--- src/rtl/universal_shift_reg.sv ---
// -----------------------------------------------------------------------------
// universal_shift_reg
//   WIDTH-bit universal shift register: hold, shift right, shift left and
//   parallel load, with a shift counter that wraps every WIDTH shifts and
//   flags each completed word with a one-cycle done pulse.
//
//   Ports
//     clk     rising-edge clock
//     reset   asynchronous reset, active low
//     en      operation enable (0 holds everything, done drops)
//     mode    00 hold, 01 shift right, 10 shift left, 11 parallel load
//     din     parallel load data
//     sin_r   serial in, enters the MSB on a right shift
//     sin_l   serial in, enters the LSB on a left shift
//     dout    registered parallel output
//     sout_r  right-shift serial out (dout[0], combinational)
//     sout_l  left-shift serial out (dout[WIDTH-1], combinational)
//     cnt     shifts since last load/reset, range 0..WIDTH-1
//     done    registered one-cycle pulse after WIDTH shifts
// -----------------------------------------------------------------------------

// Per-bit storage cell. Each bit only needs its own load bit and its two
// neighbours, so the register is built as an array of identical cells.
module usr_bit_cell (
   input  logic       clk,
   input  logic       reset,
   input  logic       en,
   input  logic [1:0] mode,
   input  logic       ld_d,     // parallel load bit
   input  logic       from_hi,  // value arriving on a right shift
   input  logic       from_lo,  // value arriving on a left shift
   output logic       q
);
   always_ff @(posedge clk or negedge reset) begin
      if (!reset) begin
         q <= 1'b0;
      end else if (en) begin
         unique case (mode)
            2'b01:   q <= from_hi;
            2'b10:   q <= from_lo;
            2'b11:   q <= ld_d;
            default: q <= q;
         endcase
      end
   end
endmodule

module universal_shift_reg #(
   parameter int WIDTH = 4,
   localparam int CW   = $clog2(WIDTH + 1)
) (
   input  logic             clk,
   input  logic             reset,
   input  logic             en,
   input  logic [1:0]       mode,
   input  logic [WIDTH-1:0] din,
   input  logic             sin_r,
   input  logic             sin_l,
   output logic [WIDTH-1:0] dout,
   output logic             sout_r,
   output logic             sout_l,
   output logic [CW-1:0]    cnt,
   output logic             done
);
   localparam logic [1:0]    M_SHR  = 2'b01;
   localparam logic [1:0]    M_SHL  = 2'b10;
   localparam logic [1:0]    M_LOAD = 2'b11;
   localparam logic [CW-1:0] LAST   = CW'(WIDTH - 1);

   // Neighbour vectors: bit i takes nbr_hi[i] on a right shift and
   // nbr_lo[i] on a left shift. The serial inputs sit at the ends, so they
   // only ever reach the register when the matching shift mode is selected.
   logic [WIDTH-1:0] nbr_hi;
   logic [WIDTH-1:0] nbr_lo;

   assign nbr_hi = {sin_r, dout[WIDTH-1:1]};
   assign nbr_lo = {dout[WIDTH-2:0], sin_l};

   for (genvar i = 0; i < WIDTH; i++) begin : g_bit
      usr_bit_cell u_cell (
         .clk     (clk),
         .reset   (reset),
         .en      (en),
         .mode    (mode),
         .ld_d    (din[i]),
         .from_hi (nbr_hi[i]),
         .from_lo (nbr_lo[i]),
         .q       (dout[i])
      );
   end

   assign sout_r = dout[0];
   assign sout_l = dout[WIDTH-1];

   // Shift counter and done pulse. Direction is irrelevant to the count;
   // a load restarts the word; done is high only in the cycle right after
   // the shift that completes a word, and drops on anything else.
   logic shift_go;
   assign shift_go = en && (mode == M_SHR || mode == M_SHL);

   always_ff @(posedge clk or negedge reset) begin
      if (!reset) begin
         cnt  <= '0;
         done <= 1'b0;
      end else begin
         done <= 1'b0;
         if (en && mode == M_LOAD) begin
            cnt <= '0;
         end else if (shift_go) begin
            if (cnt == LAST) begin
               cnt  <= '0;
               done <= 1'b1;
            end else begin
               cnt <= cnt + CW'(1);
            end
         end
      end
   end
endmodule

--- config.mk ---
export PLATFORM = sky130hd
export DESIGN_NAME = universal_shift_reg
export DESIGN_NICKNAME = d
export VERILOG_FILES = /design/src/rtl/universal_shift_reg.sv
export SDC_FILE = /design/constraint.sdc
export NUM_CORES = 1
export LEC_CHECK = 0
export ABC_AREA = 1
export BUFFER_PORTS_ARGS = -buffer_cell sky130_fd_sc_hd__buf_2
export CORE_AREA = 5 5 43 45
export DETAILED_ROUTE_END_ITERATION = 8
export DIE_AREA = 0 0 48 50
export HOLD_SLACK_MARGIN = 0.02
export PLACE_DENSITY_LB_ADDON = 0.3
export SETUP_SLACK_MARGIN = 0.2
export SKIP_CTS_REPAIR_TIMING = 1
export SKIP_LAST_GASP = 1
export SYNTH_ARGS = -nofsm -noshare
export SYNTH_HDL_FRONTEND = slang
export SYNTH_SLANG_ARGS = --single-unit
--- constraint.sdc ---
create_clock -name clk -period 0.9 [get_ports clk]
set_input_delay 0.09 -clock clk [delete_from_list [all_inputs] [get_ports clk]]
set_output_delay 0.09 -clock clk [all_outputs]
set_load 0.01 [all_outputs]
# Word-level counts from Yosys, hierarchy flattened
# Index checks and enable logic that the tools add are counted.
[totals]
elab_cells = 27
memories = 0
latch_bits = 0
output_inout_bits = 10
mem_bits_rw = 0
mem_bits_ro = 0
reg_bits = 8
[classes]
bitwise_logic = 0
add_sub_neg = 1
shifts = 0
muxes = 10
mul = 0
n_eq_ne = 4
order_cmp = 0
div = 0
reduce_logical = 6
[op_table]
columns = ["op", "n"]
rows = [
  ["case mux 1 bit (3 select lines)", 4],
  ["two-way mux 3 bit", 3],
  ["equality test 2 bit (second input constant)", 2],
  ["adder 3 x 1 -> 3 bit (second input constant)", 1],
  ["equality test 3 x 2 -> 1 bit (second input constant)", 1],
  ["two-way mux 1 bit", 3],
  ["nonzero test 3 bit", 1],
  ["equality test 2 x 1 -> 1 bit (second input constant)", 1],
  ["logical AND 1 bit", 2],
  ["AND reduction 2 bit", 1],
  ["nonzero test 2 bit", 1],
  ["logical OR 1 bit", 1],
]

# Depth between registers and ports, before layout
# Gate-level depths: netlist of run 1.
[logic_depth]
depth_word = 5
ltp_mapped = 8
mapped_depth_nobuf = 8

# Hierarchy
# From an unflattened synthesis of run 1, not the netlist that was laid out.
[hier_totals]
hier_cells = 80
area_unflattened_um2 = 538.0
[modules_own_cells]
columns = ["module", "area_per_inst_um2", "instances", "seq_area_each_um2", "cells_each"]
rows = [
  ["usr_bit_cell", 75.1, 4, 25.0, 12],
  ["universal_shift_reg", 237.7, 1, 100.1, 32],
]

# Worst setup path after synthesis of run 1
# OpenSTA, ideal clock, no wires.
[synth_timing]
path_kind = "flip-flop to flip-flop"
start = "register cnt[0]"
end = "register cnt[1]"
n_path_buf = 0
setup_slack_ns = -0.109
synth_period_minus_slack_ns = 1.009
arrival_ns = 0.890
stages_incl_launch_ff = 4
required_time_ns = 0.781
cell_sequence = "dfrtp_1 ha_1 a21oi_1 nor2_1"
[synth_via]
elab_chain_len = 4
[synth_lines]
columns = ["item", "line", "source"]
rows = [
  ["from (decl)", "62", "output logic [CW-1:0] cnt,"],
  ["from (signal assigned)", "114", "cnt <= cnt + CW'(1);"],
  ["adder 3 x 1 -> 3 bit or equality test 3 x 2 -> 1 bit (tied branches)", "114, 110", ""],
  ["two-way mux 3 bit *", "110", "if (cnt == LAST) begin"],
  ["two-way mux 3 bit *", "109", "end else if (shift_go) begin"],
  ["two-way mux 3 bit *", "107", "if (en && mode == M_LOAD) begin"],
]
# Mark *: on every way between the ends. The rest lies on a longest branch, timed or not. The select of a mux whose other input is x is not followed.
# A chain may end at the register's enable or synchronous reset.

# Final worst setup path of run 1
[layout_timing]
start = "register cnt[1]"
end = "output port cnt[1]"
# No word-level cell between the ends.

==> impl_metrics.py, run 1 <==
metrics = {
    "power": {
        "p_per_area_mw_per_mm2": 1900,
        "p_total_uw": 1380,
        "pwr-share-seq": 0.361,
        "internal_power_uw": 926,
        "switching_share": 0.331,
        "p_leak_uw": 0.000436,
        "ir_drop_v": 0.00100,
        "p_clk_frac": 0.193,
        "p_sw_uw": 458,
        "pwr-share-comb": 0.447,
    },
    "cts": {
        "cts_buffers": 3,
        "ctsHtreeMaxLevel": 1,
        "cts_sinks": 8,
        "clk_latency_ps": 250,
        "root_buffer": "clkbuf_4",
        "clkTransAtPathRegs_ps": 50,
        "clock_path_buffers": 2,
        "cts_tree": "yes",
    },
    "layout": {
        "final_cells": 114,
        "antenna_cells": 0,
        "nNetsFinal": 115,
        "syn_to_final_growth_pct": 39.1,
        "fillers": 154,
        "post-route-util": 0.508,
        "drive_gt1_frac": 0.429,
        "stdcell_area_um2": 729,
        "layout_commonest_cell": "nand2_1",
        "final_cell_mix": "36 x nand2_1, 18 x buf_2, 8 x dfrtp_1",
    },
    "setup_path": {
        "critPathBufInv": 2,
        "path_class": "reg -> out",
        "cp_common_cell": "buf_6",
        "end_kind": "output pin",
        "crit_required_ps": 810,
        "crit_chain": "buf_6 > buf_6",
        "cp_top_family": "flip-flops",
        "worstPathArrival_ps": 880,
        "slowest_stage": "dfrtp_1",
        "worstSetupStartpointType": "register",
        "critPathMaxStageDelay_ps": 400,
        "worstPathMaxFanout": 2,
    },
    "floorplanning": {
        "core_area_mm2": 0.00144,
        "io_pins": 21,
        "floorplan.die_area_mm2": 0.00240,
        "die_w_um": 48,
        "start_util": 0.365,
        "die_y_um": 50,
        "placementRows": 14,
    },
    "logic_synthesis": {
        "synth.area.top_cells": "dfrtp_1 38%, nand2_1 26%, ha_1 9.5%, buf_4 5.7%, inv_2 4.3%",
        "synth-seq-cells": 8,
        "yosysSeqAreaShare": 0.382,
        "synth_area_um2": 524,
        "synth_cells": 73,
        "yosysTopAreaCellShare": 0.382,
        "syn-num-nets": 88,
        "synth_cell_types": 13,
        "yosysTopAreaCell": "dfrtp_1",
        "yosys_warnings": 0,
        "avgSynthCellArea_um2": 7.18,
    },
    "timing": {
        "fin_crit_sh": 1.08,
        "slew_headroom": 0.877,
        "setup_viol": 5,
        "drv_slew": 0,
        "setup_ws_ps": -70.5,
        "worstMarginPinSlew_ps": 184,
        "hold_ws_ps": 144,
        "max_freq_mhz": 1030,
        "finClkSkew_ps": 0.407,
        "period_minus_slack_ps": 971,
        "rsz0062_at_grt": "true",
        "final-hold-violation-count": 0,
    },
    "global_route": {
        "grt_start_max_net_pins": 9,
        "grt_pass1_wl_mm": 1.71,
        "grt_pass1_vias": 451,
        "track_usage": 0.0992,
        "antenna_found_initial": 0,
        "overflow": 0,
    },
    "placed_design": {
        "hpwlAfterDp_um": 847,
        "numPlacedInstances": 108,
        "placed_area_um2": 652,
        "gp_congestion": 0.710,
        "portBuffers": 20,
    },
    "drt": {
        "drcViolationCount": 0,
        "drt-pass1-iter-count": 4,
        "vias": 497,
        "routed_wl_mm": 1.09,
        "dr.first_iter.drc_count": 3,
        "viasPerCell": 4.36,
        "wire_per_inst_um": 9.58,
        "ant_nets": 0,
    },
    "worst_hold_path": {
        "hp-class": "in -> reg",
    },
    "outcome": {
        "failed_checks": "setup timing",
        "outcome": "complete, but fails checks",
    },
    "run": {
        "maxCapViolCount": 0,
    },
}
==> state kept, by name (all words and copies together) (netlist names) <==
register and cells:
done 1, g_bit.u_cell.q 4, cnt 3
==> path summary, 6_finish.rpt <==
check / slack, ps / to / startpoint / depth (start not counted)
min reg2reg: 530 / cnt[2] / cnt[2] / 2
min: 140 / g_bit[3].u_cell.q / sin_r / 5
min in group asynchronous: 210 / cnt[2] / reset / 2
max in group asynchronous: 530 / g_bit[0].u_cell.q / reset / 2
max: -70 / cnt[1] / cnt[1] / 2
max reg2reg: -70 / cnt[1] / cnt[1] / 3
==> Yosys cell counts <==
library cell	number
nand2_1	37
nor2_1	3
nand4_1	1
inv_1	4
ha_1	4
nor2_2	1
nor2_8	1
inv_2	6
xor2_1	1
buf_4	4
o21ai_1	1
dfrtp_1	8
a21oi_1	2
==> power by group through the flow <==
| stage | logic (µW) | registers (µW) | clock network (µW) |
|---|---|---|---|
| after global placement | 482 | 494 | 0 |
| after detailed placement | 486 | 499 | 0 |
| after global routing | 699 | 512 | 299 |
| after floorplan | 265 | 530 | 0 |
| after CTS | 485 | 495 | 280 |
| final | 618 | 499 | 267 |
==> cell type report <==
type | instances | area (µm²) | share of cell area
sequential | 8 | 200 | 0.274
tap | 16 | 20.0 | 0.0274
multi-input combinational | 51 | 278 | 0.381
timing repair buffer | 26 | 171 | 0.235
inverter | 10 | 37.5 | 0.0515
clock buffer | 3 | 22.5 | 0.0309
==> worst register-to-register path: stages, from the launching register on <==
cell     delay, ps
dfrtp_1        400
ha_2           290
a21oi_2        120
nor2_1          50
==> stage by stage <==
step	setup slack (ps)	TNS [ps]
2_1_floorplan	-62.6	-78.5
3_3_place_gp	-97.6	-227
3_5_place_dp	-130	-355
4_1_cts	-108	-305
5_1_grt	-119	-610
6_report	-70.5	-220
==> cell families (layout without fill, tap and decap cells) <==
group	Yosys count	in the layout	synth area share
AO/OA/AOI/OAI	3	3	0.0286
buffers and inverters	14	39	0.129
XOR/XNOR	1	1	0.0167
AND/OR/NAND/NOR	43	43	0.348
adder cells (fa/ha/maj)	4	4	0.0955
flip-flops	8	8	0.382
==> routing by layer <==
layer | part of all wire | GRT usage
met1 | 0.43 | 0.119
met2 | 0.49 | 0.156
met3 | 0.076 | 0.0327
met4 | 0 | 0.0404
met5 | 0 | 0
Note: power is estimated with default switching activity, not from simulation.
==> inputs of run 2 (changes only) <==
--- a/config.mk
+++ b/config.mk
@@ -7,9 +7,9 @@
 export LEC_CHECK = 0
 export ABC_AREA = 1
 export BUFFER_PORTS_ARGS = -buffer_cell sky130_fd_sc_hd__buf_2
-export CORE_AREA = 5 5 43 45
+export CORE_AREA = 5 5 42 44
 export DETAILED_ROUTE_END_ITERATION = 8
-export DIE_AREA = 0 0 48 50
+export DIE_AREA = 0 0 47 49
 export HOLD_SLACK_MARGIN = 0.02
 export PLACE_DENSITY_LB_ADDON = 0.3
 export SETUP_SLACK_MARGIN = 0.2
==> constraint.sdc (replaced) <==
create_clock -name clk -period 1.05 [get_ports clk]
set_input_delay 0.105 -clock clk [delete_from_list [all_inputs] [get_ports clk]]
set_output_delay 0.105 -clock clk [all_outputs]
set_load 0.01 [all_outputs]
==> impl_metrics.py, run 2 (synthesis gave the netlist of run 1 again) <==
metrics = {
    "global_route": {
        "grt.met2_usage": 0.167,
        "antenna_found_initial": 0,
        "track_usage": 0.104,
        "overflow": 0,
        "use_met3": 0.0295,
        "grt-busiest-layer": "met2",
        "grt_start_max_net_pins": 9,
        "met1_usage": 0.118,
        "grt_pass1_wl_mm": 1.77,
        "grt_pass1_vias": 458,
    },
    "power": {
        "p_per_area_mw_per_mm2": 1630,
        "p_leak_uw": 0.000415,
        "ir_drop_v": 0.000874,
        "p_total_uw": 1130,
    },
    "placed_design": {
        "gp_congestion": 0.809,
        "hpwlAfterDp_um": 884,
        "portBuffers": 20,
    },
    "drt": {
        "dr.first_iter.drc_count": 3,
        "wire_per_inst_um": 10.5,
        "drt-pass1-iter-count": 5,
        "ant_nets": 0,
        "vias": 494,
        "viasPerCell": 4.49,
        "routed_wl_mm": 1.15,
        "drcViolationCount": 0,
    },
    "setup_path": {
        "worstPathMaxFanout": 3,
        "worstSetupStartpointType": "register",
        "worstSetupEndpoint": "cnt[1]",
        "path_class": "reg -> reg",
        "end_kind": "register",
        "crit_chain": "ha_4 > a21oi_2 > nor2_1",
        "rr_worst_depth": 3,
        "reg2reg_from": "cnt[0]",
        "worstPathArrival_ps": 1130,
        "critical_path.startpoint": "cnt[0]",
        "crit_required_ps": 1190,
        "slowest_stage": "dfrtp_1",
        "critPathMaxStageDelay_ps": 430,
        "r2r_slack_ps": 50,
        "worstReg2RegEnd": "cnt[1]",
    },
    "floorplanning": {
        "die_w_um": 47,
        "floorplan.die_area_mm2": 0.00230,
        "die_y_um": 49,
        "io_pins": 21,
        "placementRows": 14,
        "core_area_mm2": 0.00140,
        "start_util": 0.374,
    },
    "layout": {
        "nNetsFinal": 111,
        "largest_reg_flops": 4,
        "final_cell_mix": "36 x nand2_1, 18 x buf_2, 8 x dfrtp_1",
        "layout_commonest_cell": "nand2_1",
        "regMostFlops": "g_bit.u_cell.q",
        "post-route-util": 0.492,
        "syn_to_final_growth_pct": 31.5,
        "drive_gt1_frac": 0.383,
        "antenna_cells": 0,
        "top_regs": "g_bit.u_cell.q: 4 flops, cnt: 3 flops, done: 1 flops",
    },
    "worst_hold_path": {
        "hp-class": "in -> reg",
    },
    "timing": {
        "worstMarginPinSlew_ps": 252,
        "fin_crit_sh": 0.948,
        "setup_viol": 0,
        "finClkSkew_ps": 3.31,
        "final-hold-violation-count": 0,
        "period_minus_slack_ps": 996,
        "rsz0062_at_grt": "true",
        "drv_slew": 0,
        "slew_headroom": 0.832,
        "finalSetupTns_ps": 0,
        "max_freq_mhz": 1000,
    },
    "cts": {
        "clkTransAtPathRegs_ps": 50,
        "clock_path_buffers": 2,
        "cts_sinks": 8,
        "ctsHtreeMaxLevel": 1,
        "cts_tree": "yes",
        "cts_buffers": 3,
        "clk_latency_ps": 250,
        "root_buffer": "clkbuf_4",
    },
    "run": {
        "maxCapViolCount": 0,
    },
    "outcome": {
        "outcome": "complete, no violations",
    },
}
==> run 2: cell count changes in the layout (fill, tap and decap cells not counted) <==
| cell | before | now |
|---|---|---|
| nor2_4 | 1 | 0 |
| a21oi_1 | 1 | 0 |
| buf_4 | 2 | 1 |
| buf_6 | 5 | 2 |
| ha_1 | 0 | 3 |
| ha_4 | 0 | 1 |
| a21oi_2 | 1 | 2 |
| ha_2 | 4 | 0 |
| nor2_2 | 0 | 1 |
==> run 2: layer usage <==
metal,part of all wire,vias up
met1,0.36,215
met2,0.52,17
met3,0.094,5
li1,-,257
met5,0,-
met4,0.022,0
==> run 2: layout make-up <==
type,count,area (µm²)
Clock buffer,3,22.5
Multi-Input combinational cell,51,279
Inverter,10,37.5
Tap cell,16,20.0
Sequential cell,8,200
Timing Repair Buffer,22,130
Fill cell,155,712
==> run 2: metrics by stage <==
step | std cells | hold slack (ps) | setup WS, ps | area [µm²]
detailed placement | 105 | -46.2 | 27.5 | 617
finish | 110 | 161 | 54.3 | 689
global placement | 105 | -43.5 | 29.7 | 617
global route | 110 | 193 | 18.4 | 689
floorplan | 73 | -191 | 87.4 | 527
CTS | 108 | -315 | 94.0 | 639
==> run 2: power by group <==
group	internal (µW)	switching [µW]	total, µW
combinational	225	221	446
sequential	373	81.4	454
clock	130	94.9	225
==> run 2: worst max-delay path, delay by kind of cell (launching register included) <==
family | cells | cell delay, ps
AOI/OAI and AO/OA | 1 | 130
and+or+nand+nor | 1 | 50
DFF | 1 | 430
adders and majority gates | 1 | 270
==> run 2: worst min-delay path by stage <==
stage | from | endpoint | slack [ps] | cells past startpoint
2_1_floorplan | reset | cnt[0] | -190 | 0
3_3_place_gp | reset | cnt[0] | -40 | 1
3_5_place_dp | reset | cnt[0] | -50 | 1
4_1_cts | reset | cnt[2] | -310 | 1
5_1_grt | en | done | 190 | 3
6_report | sin_r | g_bit[3].u_cell.q | 160 | 5
